==> src/rtl/note_detector.sv <==
// note_detector: identifies which scale note C4..C5 a square wave carries.
// A note is declared only after CONFIRM consecutive agreeing periods.
module note_detector #(
  parameter int CLK_HZ    = 100_000_000,
  parameter int TOL_SHIFT = 6,
  parameter int CONFIRM   = 3,
  parameter int CNT_W     = 20
) (
  input  logic             CLK,
  input  logic             RESET,
  input  logic             FREQ_IN,
  output logic [3:0]       note,
  output logic             note_valid,
  output logic             note_change,
  output logic [CNT_W-1:0] period
);

  localparam int DW = CNT_W + 1;
  localparam int MW = $clog2(CONFIRM + 1);
  localparam logic [MW-1:0] CONF = MW'(CONFIRM);

  function automatic logic [CNT_W-1:0] nominal(input int k);
    longint unsigned base;
    longint unsigned hz;
    hz = longint'(CLK_HZ);
    case (k)
      1:       base = 64'd382219;
      2:       base = 64'd340530;
      3:       base = 64'd303370;
      4:       base = 64'd286344;
      5:       base = 64'd255102;
      6:       base = 64'd227272;
      7:       base = 64'd202478;
      default: base = 64'd191113;
    endcase
    return CNT_W'((base * hz) / 64'd100_000_000);
  endfunction

  localparam logic [CNT_W-1:0] TIMEOUT = nominal(1) << 1;

  typedef enum logic {IDLE, MEASURE} state_t;

  state_t           state;
  logic [CNT_W-1:0] cnt;
  logic             s1, s2, s3;
  logic             strobe;
  logic             pv;
  logic             cls_v;
  logic [3:0]       cls, cls_d;
  logic [3:0]       cand, nc;
  logic [MW-1:0]    match, nm;
  logic [8:1]       hit;

  always_ff @(posedge CLK or posedge RESET) begin
    if (RESET) begin
      s1 <= 1'b0;
      s2 <= 1'b0;
      s3 <= 1'b0;
    end else begin
      s1 <= FREQ_IN;
      s2 <= s1;
      s3 <= s2;
    end
  end

  assign strobe = s2 & ~s3;

  for (genvar k = 1; k <= 8; k++) begin : g_win
    localparam logic [CNT_W-1:0] P = nominal(k);
    localparam logic [DW-1:0]    W = DW'(P >> TOL_SHIFT);
    logic [DW-1:0] diff;
    assign diff = (period >= P) ?
                  ({1'b0, period} - {1'b0, P}) :
                  ({1'b0, P} - {1'b0, period});
    assign hit[k] = (diff <= W);
  end

  // windows are disjoint, so at most one hit is set
  always_comb begin
    cls_d = 4'd0;
    unique case (1'b1)
      hit[1]:  cls_d = 4'd1;
      hit[2]:  cls_d = 4'd2;
      hit[3]:  cls_d = 4'd3;
      hit[4]:  cls_d = 4'd4;
      hit[5]:  cls_d = 4'd5;
      hit[6]:  cls_d = 4'd6;
      hit[7]:  cls_d = 4'd7;
      hit[8]:  cls_d = 4'd8;
      default: cls_d = 4'd0;
    endcase
  end

  always_comb begin
    nm = MW'(1);
    nc = cls;
    if (cls == cand) begin
      nc = cand;
      nm = (match == CONF) ? match : match + 1'b1;
    end
  end

  always_ff @(posedge CLK or posedge RESET) begin
    if (RESET) begin
      state       <= IDLE;
      cnt         <= '0;
      period      <= '0;
      pv          <= 1'b0;
      cls         <= 4'd0;
      cls_v       <= 1'b0;
      cand        <= 4'd0;
      match       <= '0;
      note        <= 4'd0;
      note_valid  <= 1'b0;
      note_change <= 1'b0;
    end else begin
      note_change <= 1'b0;
      pv          <= 1'b0;
      cls_v       <= pv;
      if (pv) cls <= cls_d;
      if (cls_v) begin
        cand  <= nc;
        match <= nm;
        if (nm == CONF && nc != note) begin
          note        <= nc;
          note_valid  <= (nc != 4'd0);
          note_change <= 1'b1;
        end
      end
      unique case (state)
        IDLE: begin
          cnt <= '0;
          if (strobe) begin
            state <= MEASURE;
            cnt   <= CNT_W'(1);
          end
        end
        MEASURE: begin
          // timeout takes priority over a coincident edge
          if (cnt == TIMEOUT) begin
            state       <= IDLE;
            cnt         <= '0;
            note        <= 4'd0;
            note_valid  <= 1'b0;
            match       <= '0;
            cand        <= 4'd0;
            note_change <= (note != 4'd0);
          end else if (strobe) begin
            period <= cnt;
            cnt    <= CNT_W'(1);
            pv     <= 1'b1;
          end else if (cnt != '1) begin
            cnt <= cnt + 1'b1;
          end
        end
        default: state <= IDLE;
      endcase
    end
  end

endmodule
==> config.mk <==
export PLATFORM = sky130hd
export DESIGN_NAME = note_detector
export DESIGN_NICKNAME = d
export VERILOG_FILES = /design/src/rtl/note_detector.sv
export SDC_FILE = /design/constraint.sdc
export NUM_CORES = 1
export LEC_CHECK = 0
export CORE_ASPECT_RATIO = 0.75
export CORE_UTILIZATION = 40
export CTS_CLUSTER_DIAMETER = 30
export DETAILED_ROUTE_END_ITERATION = 8
export RECOVER_POWER = 50
export REMOVE_ABC_BUFFERS = 1
export SLEW_MARGIN = 40
export SYNTH_ARGS = -nofsm -noshare
export SYNTH_HDL_FRONTEND = slang
export SYNTH_SLANG_ARGS = --single-unit
==> constraint.sdc <==
create_clock -name CLK -period 3.9 [get_ports CLK]
set_input_delay 0.78 -clock CLK [delete_from_list [all_inputs] [get_ports CLK]]
set_output_delay 0.78 -clock CLK [all_outputs]
set_load 0.02 [all_outputs]
# Yosys cells after proc, flatten, opt, wreduce, memory -nomap -nowiden
# Cells that the tools add are included.
# op_classes
n_eq_ne,7
add_sub_neg,18
bitwise_logic,4
mux,40
n_reduce_logical,4
n_lt_le_gt_ge,16
# op_table
cell,count
$mux W21,8
$le A21 B12 Y1 const B,4
$le A21 B13 Y1 const B,4
$sub A18 B20 Y21 const A,4
$sub A19 B20 Y21 const A,4
$sub A20 B18 Y21 const B,4
$sub A20 B19 Y21 const B,4
$ge A20 B18 Y1 const B,4
$ge A20 B19 Y1 const B,4
$mux W20,3
$pmux W20 S2,1
$mux W4,8
$pmux W4 S8,1
$add A20 B1 Y20 const B,1
$eq A20 B20 Y1 const B,1
$ne A20 B20 Y1 const B,1
$mux W1,13
$mux W2,5
$reduce_bool A4 Y1,2
$eq A2 B2 Y1 const B,2
$eq A4 B4 Y1,1
$ne A4 B1 Y1 const B,1
$ne A4 B4 Y1,1
$not A1 Y1,3
other kinds (5),5
# totals
regBits,62
inputBits,3

# Logic depth before layout (Yosys ltp)
# Gate-level depths: netlist of the first run.
# logic_depth
depth_word,9
depth_mapped,16

# Worst setup path before layout of the first run
# Ideal clock, no wire load.
# synth_timing
kind,reg-to-reg
startpoint,register period[3]
endpoint,register cls[2]
n_path_buf,3
path_stages_with_launch,16
arrival_time_ns,3.854
setup_time_ns,0.120
synth_period_minus_slack_ns,3.973
path_slack_ns,-0.073
cell_sequence,dfrtp_1 buf_1 inv_1 clkbuf_1 ha_1 clkbuf_1 or3b_2 a21oi_1 nor2_1 o21a_1 o31ai_1 xor2_1 a21boi_0 o22ai_1 a22o_1 a31o_1
# synth_between
elab_chain_cells,4
# synth_lines
item,line_no,rtl
from (decl),15,output logic [CNT_W-1:0] period
from (signal assigned),149,period <= cnt;
$sub A18 B20 Y21 (tied with other cells),74,"({1'b0, P} - {1'b0, period});"
$mux W21,72,assign diff = (period >= P) ?
$le A21 B12 Y1 / $le A21 B13 Y1 (equally long branches),75,assign hit[k] = (diff <= W);
$pmux W4 S8 (*),81,unique case (1'b1)
to (signal assigned),120,if (pv) cls <= cls_d;
to (decl),49,"logic [3:0] cls, cls_d;"
# Mark *: on every way between the ends. The rest lies on a longest branch, timed or not.
# A chain may end at the register's enable or synchronous reset.

# Worst setup path in the final report of the first run
# layout_timing
startpoint,register period[16]
endpoint,register cls[1]
# The elaborated chain is that of the path after synthesis.

==> results of run 1 <==
## critical path, delay by kind of cell (launching register included)
| kind | cells | cell delay [ns] |
|---|---|---|
| AOI/OAI and AO/OA | 6 | 1.33 |
| and+or+nand+nor | 4 | 1.14 |
| buffers and inverters | 3 | 0.68 |
| DFF | 1 | 0.51 |
## final cells by class
cell class	instances	area, µm²
repair buffers	190	1580
fillers	2504	12500
clock buffers	9	225
clock inverters	7	57.6
well taps	331	414
inverters	31	116
multi-input cells	1206	7820
flip-flops and latches	62	1560
## registers in the layout, summed over array words and instances (netlist names), 2 cells and up
name,flops
cand,4
period,20
cnt,20
note,4
match,2
cls,4
## worst paths after layout
kind	start	to	cells past startpoint	slack [ns]
worst max-delay path	period[16]	cls[1]	13	0.14
worst min-delay path	s1	s2	0	0.36
worst max register to register	period[16]	cls[1]	13	0.14
worst min register to register	s1	s2	0	0.36
max in group asynchronous	RESET	period[8]	3	1.98
min in group asynchronous	RESET	note[3]	2	1.16
## placed cells by master (no fill, tap or decap), types with 19 or more instances in the layout
master,count
ha_1,20
and3_1,20
xnor2_1,96
or3_1,19
nand3_1,58
nor3_1,48
nand2b_1,21
clkdlybuf4s50_1,20
nor2_1,128
a211oi_1,25
nand4_1,25
buf_4,155
mux2i_1,24
xor2_1,22
a31oi_1,35
dfrtp_1,56
inv_1,23
a21oi_1,108
o211ai_1,21
nand2_1,114
mux2_2,20
o21ai_0,108
## cell usage after synthesis (all sizes together) (9+ instances only)
library cell and number:
nand3 58, or3 19, inv 26, o311ai 9, or2 12, o211ai 21, a21o 13, ha 20
nor3b 11, nor2b 13, o22ai 12, nand2b 21, buf 59, clkbuf 68, xor2 22, a31oi 35
a221oi 9, xnor2 96, a21oi 109, mux2 20, nor2 131, mux2i 24, and3 20, and2 17
a211oi 26, nand2 114, nor4 14, nor3 48, dfrtp 62, o21ai 113, a21boi 10, nand4 25
## power by group
| part | total, µW | leakage [µW] | internal (µW) | switching [µW] |
|---|---|---|---|---|
| clock network | 779 | 0.000129 | 436 | 342 |
| registers | 828 | 0.000813 | 713 | 115 |
| logic | 1510 | 0.00361 | 567 | 947 |
| total | 3120 | 0.00455 | 1720 | 1400 |
## per-layer routing
layer	vias up	global-route usage, %
met1	5868	57.4
met2	982	50.8
met5	-	0
li1	5486	-
met3	139	14.8
met4	2	11.1
## through the flow
stage / utilization [%] / hold WS (ns) / setup TNS [ns]
floorplan: - / 0.331 / -0.826
global placement: 47.3 / 0.334 / 0
detailed placement: 47.3 / 0.343 / 0
CTS: 48.4 / 0.356 / 0
global route: 48.5 / 0.381 / 0
finish: 48.5 / 0.360 / 0
## what timing repair did
| action | in CTS | in global routing |
|---|---|---|
| resized for setup | 0 | 5 |
| setup endpoints to repair | 0 | 3 |
| buffers inserted | 0 | 0 |
## cells by family after synthesis
logic type               Yosys count  synth area share [%]
multiplexers                      44                  4.65
AND/OR/NAND/NOR                  547                  28.5
XOR/XNOR                         118                  10.3
buffers and inverters            158                  6.63
adder cells (fa/ha/maj)           20                  2.50
flip-flops                        62                  15.5
AO/OA/AOI/OAI                    477                  31.9
==> out/qor.yml, run 1 <==
worst_setup_path:
  cp-start-kind: "flop"
  critPathArrivalTime_ns: 4.01
  worstPathRequired_ns: 4.15
  crit_top_cell: "buf_4"
  endpoint_kind: "flop"
  critical-path-max-stage-delay_ns: 0.51
  critical_path_class: "flop to flop"
  crit_fanout: 18
  crit_path_cell_trace: "buf_4 > buf_4 > nor4b_2 > o211ai_1 > a31o_2 > nand2_1 > buf_4 > a211oi_1 > a311o_1 > nand4b_1 > a211o_1 > and3_1 > o32ai_1"
  slowest_stage: "dfrtp_1"
routing:
  first_pass_iters: 7
  avgViaCountPerCell: 6.80
  drc: 0
  drt_iter0_drc: 1832
  wl_met3_um: 7420
  wirelength_um: 50000
  vias: 12477
  wl_met2_um: 18800
  avgRoutedWirePerCell_um: 27.2
  highest_layer: "met5"
  drt-met1-wl_um: 22000
  ant_nets: 0
sta:
  fmax_ghz: 0.266
  period_minus_slack_ns: 3.76
  fin_ws_ns: 0.141
  finalClockSkew_ns: 0.0146
  rsz0062_at_grt: "false"
  setup_viol: 0
  hold_viol_final: 0
  finalCritPeriodShare_pct: 96.4
  maxSlewHeadroom_pct: 26.8
  slew_viol_final: 0
  worst_pin_slew_ns: 1.10
power_and_ir_drop:
  peakVddDrop_v: 0.000213
  p_per_area_mw_per_mm2: 265
  fin_total_pwr_uw: 3120
  leakage_uw: 0.00455
clock_network:
  cts_buffers: 9
  clk_pin_slew_ns: 0.06
  cts_tree: "done"
  cts_num_sinks: 62
  clk_path_buf_depth: 2
  hold_buffers: 0
  cts-root-buf: "clkbuf_16"
  clk_latency_ns: 0.35
  htreeDepth: 3
min_path:
  hp-class: "flop to flop"
global_routing:
  grt_pass1_wl_um: 74200
  grt_overflow: 0
  grt_pass1_vias: 11087
  grt_max_degree: 38
  grt_usage_pct: 38.8
  antenna_found_initial: 1
cells_and_area:
  diodes: 0
  drive_above_1_share_pct: 16.3
  instances_no_fill: 1836
  layout.nets: 1523
  stdcell_area_mm2: 0.0118
  area_growth_pct: 17.6
floorplanning:
  core_mm2: 0.0243
  die_area_mm2: 0.0257
  rows: 49
  ios: 29
  initial_core_util_pct: 41.2
  die_h_um: 139
  die_w_um: 185
synth:
  yosysTopAreaCellShare_pct: 15.5
  yosys_warnings: 0
  yosysUniqueCellTypes: 94
  synthTopCellsByArea: "dfrtp_1 15%, xnor2_1 8.4%, a21oi_1 5.4%"
  synth_cells: 1426
  yosysTopAreaCell: "dfrtp_1"
  synth_edf_count: 0
  ys.flop_type: "dfrtp_1"
  ys_ff_latch: 62
  ys_async_sr_fraction_pct: 100
  synth_area_mm2: 0.0100
  syn_avg_cell_area_um2: 7.02
  seq_area_frac_synth_pct: 15.5
placed_design:
  dpl.cell_count: 1820
  place_area_mm2: 0.0115
  globalplace.congestion: 1.10
  place_ws_ns: 0.201
  port-buffer-count: 28
  dpl.hpwl_um: 38500
run_status:
  status: "finished clean"
flow_run:
  maxCapViolCount: 0
Note: power is estimated with default switching activity, not from simulation.
==> run 2: changes to the inputs <==
--- a/config.mk
+++ b/config.mk
@@ -11,7 +11,7 @@
 export DETAILED_ROUTE_END_ITERATION = 8
 export RECOVER_POWER = 50
 export REMOVE_ABC_BUFFERS = 1
-export SLEW_MARGIN = 40
+export SLEW_MARGIN = 20
 export SYNTH_ARGS = -nofsm -noshare
 export SYNTH_HDL_FRONTEND = slang
 export SYNTH_SLANG_ARGS = --single-unit
==> run 2 against run 1 <==
Net effect:
- sequential share of layout area hardly changed
- register-to-register slack hardly changed
- sequential cell count stayed put
- sequential power hardly changed
- first-iteration DRC count is 7.0% higher
- clock-buffer cell count is 1 higher
- clock skew is 0.0025 ns lower
- final area is 0.11% lower
- largest cell class unchanged
- global-route usage is 0.33 points lower
==> out/qor.yml, run 2 (same netlist as run 1, synthesis figures left out) <==
routing:
  avgRoutedWirePerCell_um: 27.1
  drc: 0
  vias: 12336
  avgViaCountPerCell: 6.72
  ant_nets: 0
  drt_iter0_drc: 1960
  wirelength_um: 49700
  first_pass_iters: 6
power_and_ir_drop:
  swShare_pct: 44.4
  leakage_uw: 0.00455
  peakVddDrop_v: 0.000192
  clkPwrFrac_pct: 23.8
  fin_total_pwr_uw: 3080
  pwr-share-seq_pct: 27.0
  pwr-share-comb_pct: 49.2
  p_per_area_mw_per_mm2: 262
  switchingPower_uw: 1370
  p_int_uw: 1710
sta:
  worst_pin_slew_ns: 1.13
  slew_viol_final: 0
  finalClockSkew_ns: 0.0121
  fmax_ghz: 0.267
  rsz0062_at_grt: "false"
  holdWs_ns: 0.356
  maxSlewHeadroom_pct: 24.5
  period_minus_slack_ns: 3.75
  setup_viol: 0
  finalCritPeriodShare_pct: 96.0
  hold_viol_final: 0
worst_setup_path:
  crit_fanout: 9
  critPathArrivalTime_ns: 3.98
  crit_top_cell: "o21ai_0"
  endpoint_kind: "flop"
  slowest_stage: "or4_1"
  crit_path_cell_trace: "inv_1 > buf_4 > ha_1 > nor2b_2 > o21ai_0 > a21o_1 > a21oi_1 > nor2_1 > o311a_1 > o21ai_0 > a21boi_0 > or4_1 > o32ai_1"
  critical_path_class: "flop to flop"
  worstPathRequired_ns: 4.14
  cp-start-kind: "flop"
  critical-path-max-stage-delay_ns: 0.56
cells_and_area:
  final_util_pct: 48.5
  layout.nets: 1523
  top_regs: "cnt x20, period x20"
  area_growth_pct: 17.5
  mostFrequentLayoutCell: "buf_4"
  drive_above_1_share_pct: 16.3
  layout_common_cells: "155 x buf_4, 128 x nor2_1, 114 x nand2_1"
placed_design:
  dpl.hpwl_um: 38400
  port-buffer-count: 28
  globalplace.congestion: 1.10
floorplanning:
  die_area_mm2: 0.0257
  die_h_um: 139
  initial_core_util_pct: 41.2
  die_w_um: 185
  rows: 49
  core_mm2: 0.0243
  ios: 29
global_routing:
  busiest_layer: "met1"
  grt_pass1_wl_um: 73300
  grtUsageMet1_pct: 56.1
  grt_pass1_vias: 10963
  grt_use_met2_pct: 49.3
  grt_overflow: 0
  grt_max_degree: 38
  use_met3_pct: 16.7
  grt_usage_pct: 38.5
  antenna_found_initial: 0
clock_network:
  cts_buffers: 9
  cts-root-buf: "clkbuf_16"
  htreeDepth: 3
  clk_latency_ns: 0.34
  clk_pin_slew_ns: 0.06
  cts_num_sinks: 62
  cts_tree: "done"
  clk_path_buf_depth: 2
  cts_setup_buffers: 0
flow_run:
  maxCapViolCount: 0
run_status:
  status: "finished clean"
min_path:
  hp-class: "flop to flop"
[run 2: changes by cell type in the layout (fill, tap and decap cells not counted), sizes merged, moves of 2 or more]
cell,delta
inv,-2
clkdlybuf4s50,+2
clkinv,+2
dlygate4sd3,-2
[run 2: area by class of cell]
type | count | area (µm²)
Tap cell | 331 | 414
Clock inverter | 6 | 38.8
Sequential cell | 62 | 1560
Multi-Input combinational cell | 1206 | 7820
Fill cell | 2503 | 12500
Clock buffer | 10 | 229
Inverter | 31 | 116
Antenna cell | 1 | 2.50
Timing Repair Buffer | 190 | 1580
[run 2: worst paths after layout]
path,from,end,slack [ns],cells past startpoint
max,period[2],cls[1],0.15,13
max reg2reg,period[2],cls[1],0.15,13
min,s1,s2,0.36,0
min reg2reg,s1,s2,0.36,0
min in group asynchronous,RESET,period[0],1.18,2
max in group asynchronous,RESET,period[9],1.94,3
[run 2: worst max-delay path: cells and delay by family, from the launching register on]
family          cells  cell delay, ns
compound gates      7            1.67
simple gates        3            1.08
flops               1            0.38
fa+ha+maj           1            0.26
buf+inv             2            0.24
[run 2: metal layers]
layer  vias to the layer above  share of wire, %
met2                       936                37
met3                       126                16
met5                         -                 0
met4                         0               3.6
met1                      5800                43
li1                       5474                 -
[run 2: metrics by stage]
step                      setup WS, ns  instance area [µm²]  TNS (ns)  std cells
after global routing            0.0214                11800         0       1836
after floorplan                 -0.392                 9470    -0.826       1299
after CTS                        0.139                11700         0       1836
after global placement           0.171                11500         0       1820
final                            0.155                11800         0       1837
after detailed placement         0.171                11500         0       1820
[run 2: what timing repair did]
item | in CTS | in global routing
endpoints found under the hold margin | 0 | 0
hold buffers | 0 | 0
setup endpoints to repair | 0 | 2
gates resized for setup | 0 | 7
[run 2: power by group through the flow]
stage / logic [µW] / registers (µW) / clock network (µW)
floorplan: 790 / 867 / 0
detailed placement: 1440 / 835 / 0
finish: 1510 / 831 / 733
global placement: 1450 / 835 / 0
global route: 1600 / 841 / 778
CTS: 1450 / 826 / 754
==> run 3: changes to the inputs <==
--- a/config.mk
+++ b/config.mk
@@ -5,12 +5,17 @@
 export SDC_FILE = /design/constraint.sdc
 export NUM_CORES = 1
 export LEC_CHECK = 0
+export ABC_CLOCK_PERIOD_IN_PS = 3900
+export CELL_PAD_IN_SITES_DETAIL_PLACEMENT = 0
+export CELL_PAD_IN_SITES_GLOBAL_PLACEMENT = 2
 export CORE_ASPECT_RATIO = 0.75
-export CORE_UTILIZATION = 40
+export CORE_UTILIZATION = 34
 export CTS_CLUSTER_DIAMETER = 30
 export DETAILED_ROUTE_END_ITERATION = 8
+export PLACE_DENSITY_LB_ADDON = 0.1
 export RECOVER_POWER = 50
 export REMOVE_ABC_BUFFERS = 1
+export SKIP_CTS_REPAIR_TIMING = 1
 export SLEW_MARGIN = 20
 export SYNTH_ARGS = -nofsm -noshare
 export SYNTH_HDL_FRONTEND = slang
==> run 3 against run 2 <==
Net effect:
- clock power is 2.9% higher
- clock-buffer cell count rose by 3
- via count down 1.9%
- final cell count rose by 2.9%
- wire length increased by 3.3%
- global-route usage decreased by 4.7 points
- combinational power about the same
- sequential share of layout area barely moved
- largest power group unchanged
==> out/qor.yml, run 3 (same netlist as run 1, synthesis figures left out) <==
run_status:
  status: "finished clean"
global_routing:
  grt_pass1_wl_um: 75600
  grt_overflow: 0
  antenna_found_initial: 1
  grt_max_degree: 40
  grt_usage_pct: 33.8
  grt_pass1_vias: 11022
sta:
  period_minus_slack_ns: 3.73
  fin_tns_setup_ns: 0
  hold_viol_final: 0
  worst_pin_slew_ns: 1.06
  finalClockSkew_ns: 0.00784
  holdWs_ns: 0.357
  maxSlewHeadroom_pct: 29.3
  setup_viol: 0
  rsz0062_at_grt: "false"
  slew_viol_final: 0
  fmax_ghz: 0.268
  finalCritPeriodShare_pct: 95.5
worst_setup_path:
  critPathArrivalTime_ns: 3.95
  cp-start-kind: "flop"
  crit_fanout: 9
  worstPathRequired_ns: 4.12
  critical_path_class: "flop to flop"
  endpoint_kind: "flop"
routing:
  vias: 12099
  drc: 0
  drt_iter0_drc: 1488
  avgViaCountPerCell: 6.40
  avgRoutedWirePerCell_um: 27.2
  wirelength_um: 51400
  ant_nets: 0
  first_pass_iters: 5
floorplanning:
  die_area_mm2: 0.0302
  initial_core_util_pct: 34.6
  ios: 29
  die_w_um: 200
  die_h_um: 151
  rows: 54
  core_mm2: 0.0290
cells_and_area:
  multi_input_area_mm2: 0.00783
  stdcell_area_mm2: 0.0118
  regArea_mm2: 0.00156
  top_regs: "cnt x20, period x20"
  fillers: 3072
  layout.nets: 1517
  mostFrequentLayoutCell: "buf_4"
  drive_above_1_share_pct: 16.0
  layout_common_cells: "148 x buf_4, 128 x nor2_1, 114 x nand2_1"
  diodes: 0
  instances_no_fill: 1891
  area_growth_pct: 18.0
clock_network:
  clk_latency_ns: 0.33
  cts_buffers: 9
  cts-root-buf: "clkbuf_16"
  cts_tree: "done"
  clk_pin_slew_ns: 0.05
  htreeDepth: 3
  clk_path_buf_depth: 2
  cts_num_sinks: 62
placed_design:
  port-buffer-count: 28
  dpl.cell_count: 1875
  place_area_mm2: 0.0115
  globalplace.congestion: 1.03
  dpl.hpwl_um: 39500
min_path:
  hp-class: "flop to flop"
power_and_ir_drop:
  peakVddDrop_v: 0.000188
  p_per_area_mw_per_mm2: 264
  fin_total_pwr_uw: 3120
  leakage_uw: 0.00451
flow_run:
  maxCapViolCount: 0
-- run 3: routing by layer --
metal	GRT usage, %	part of all wire (%)
met1	48.1	46
met2	47.6	39
met3	10.4	12
met4	10.7	3.1
met5	0	0
-- run 3: area by class of cell --
| class | count | area share, % |
|---|---|---|
| multi-input combinational | 1206 | 66.3 |
| tap | 392 | 4.15 |
| clock buffer | 13 | 2.20 |
| sequential | 62 | 13.2 |
| clock inverter | 3 | 0.169 |
| inverter | 31 | 0.985 |
| timing repair buffer | 184 | 13.0 |
-- run 3: final timing paths --
check                      cells after the start    endpoint  slack [ns]       from
setup / recovery                              14      cls[2]        0.17  period[4]
setup reg to reg                              14      cls[2]        0.17  period[4]
max in group asynchronous                      3  period[10]        1.17      RESET
min in group asynchronous                      2  period[19]        1.15      RESET
hold reg to reg                                0          s2        0.36         s1
hold / removal                                 0          s2        0.36         s1
-- run 3: stage by stage --
stage          util [%]  worst slack, ns
3_5_place_dp       39.7           0.0106
6_report           40.8            0.174
4_1_cts            40.7          0.00252
3_3_place_gp       39.7           -0.305
5_1_grt            40.8           0.0129
2_1_floorplan         -           -0.392
-- run 3: worst max-delay path: stages (launching register included) --
cell      delay (ns)
dfrtp_1         0.37
clkinv_1        0.06
buf_4           0.19
ha_1            0.32
buf_4           0.22
or3b_2          0.49
a221oi_1        0.39
o21ai_1         0.23
a211o_1         0.27
a31oi_1         0.26
a21oi_1         0.11
nor2_1          0.15
o21ai_0         0.09
a22o_1          0.26
a31o_1          0.21
-- run 3: report_power, final --
| part | total (µW) | switching [µW] | internal (µW) |
|---|---|---|---|
| Combinational | 1540 | 975 | 562 |
| Sequential | 825 | 111 | 715 |
| Clock | 754 | 290 | 464 |
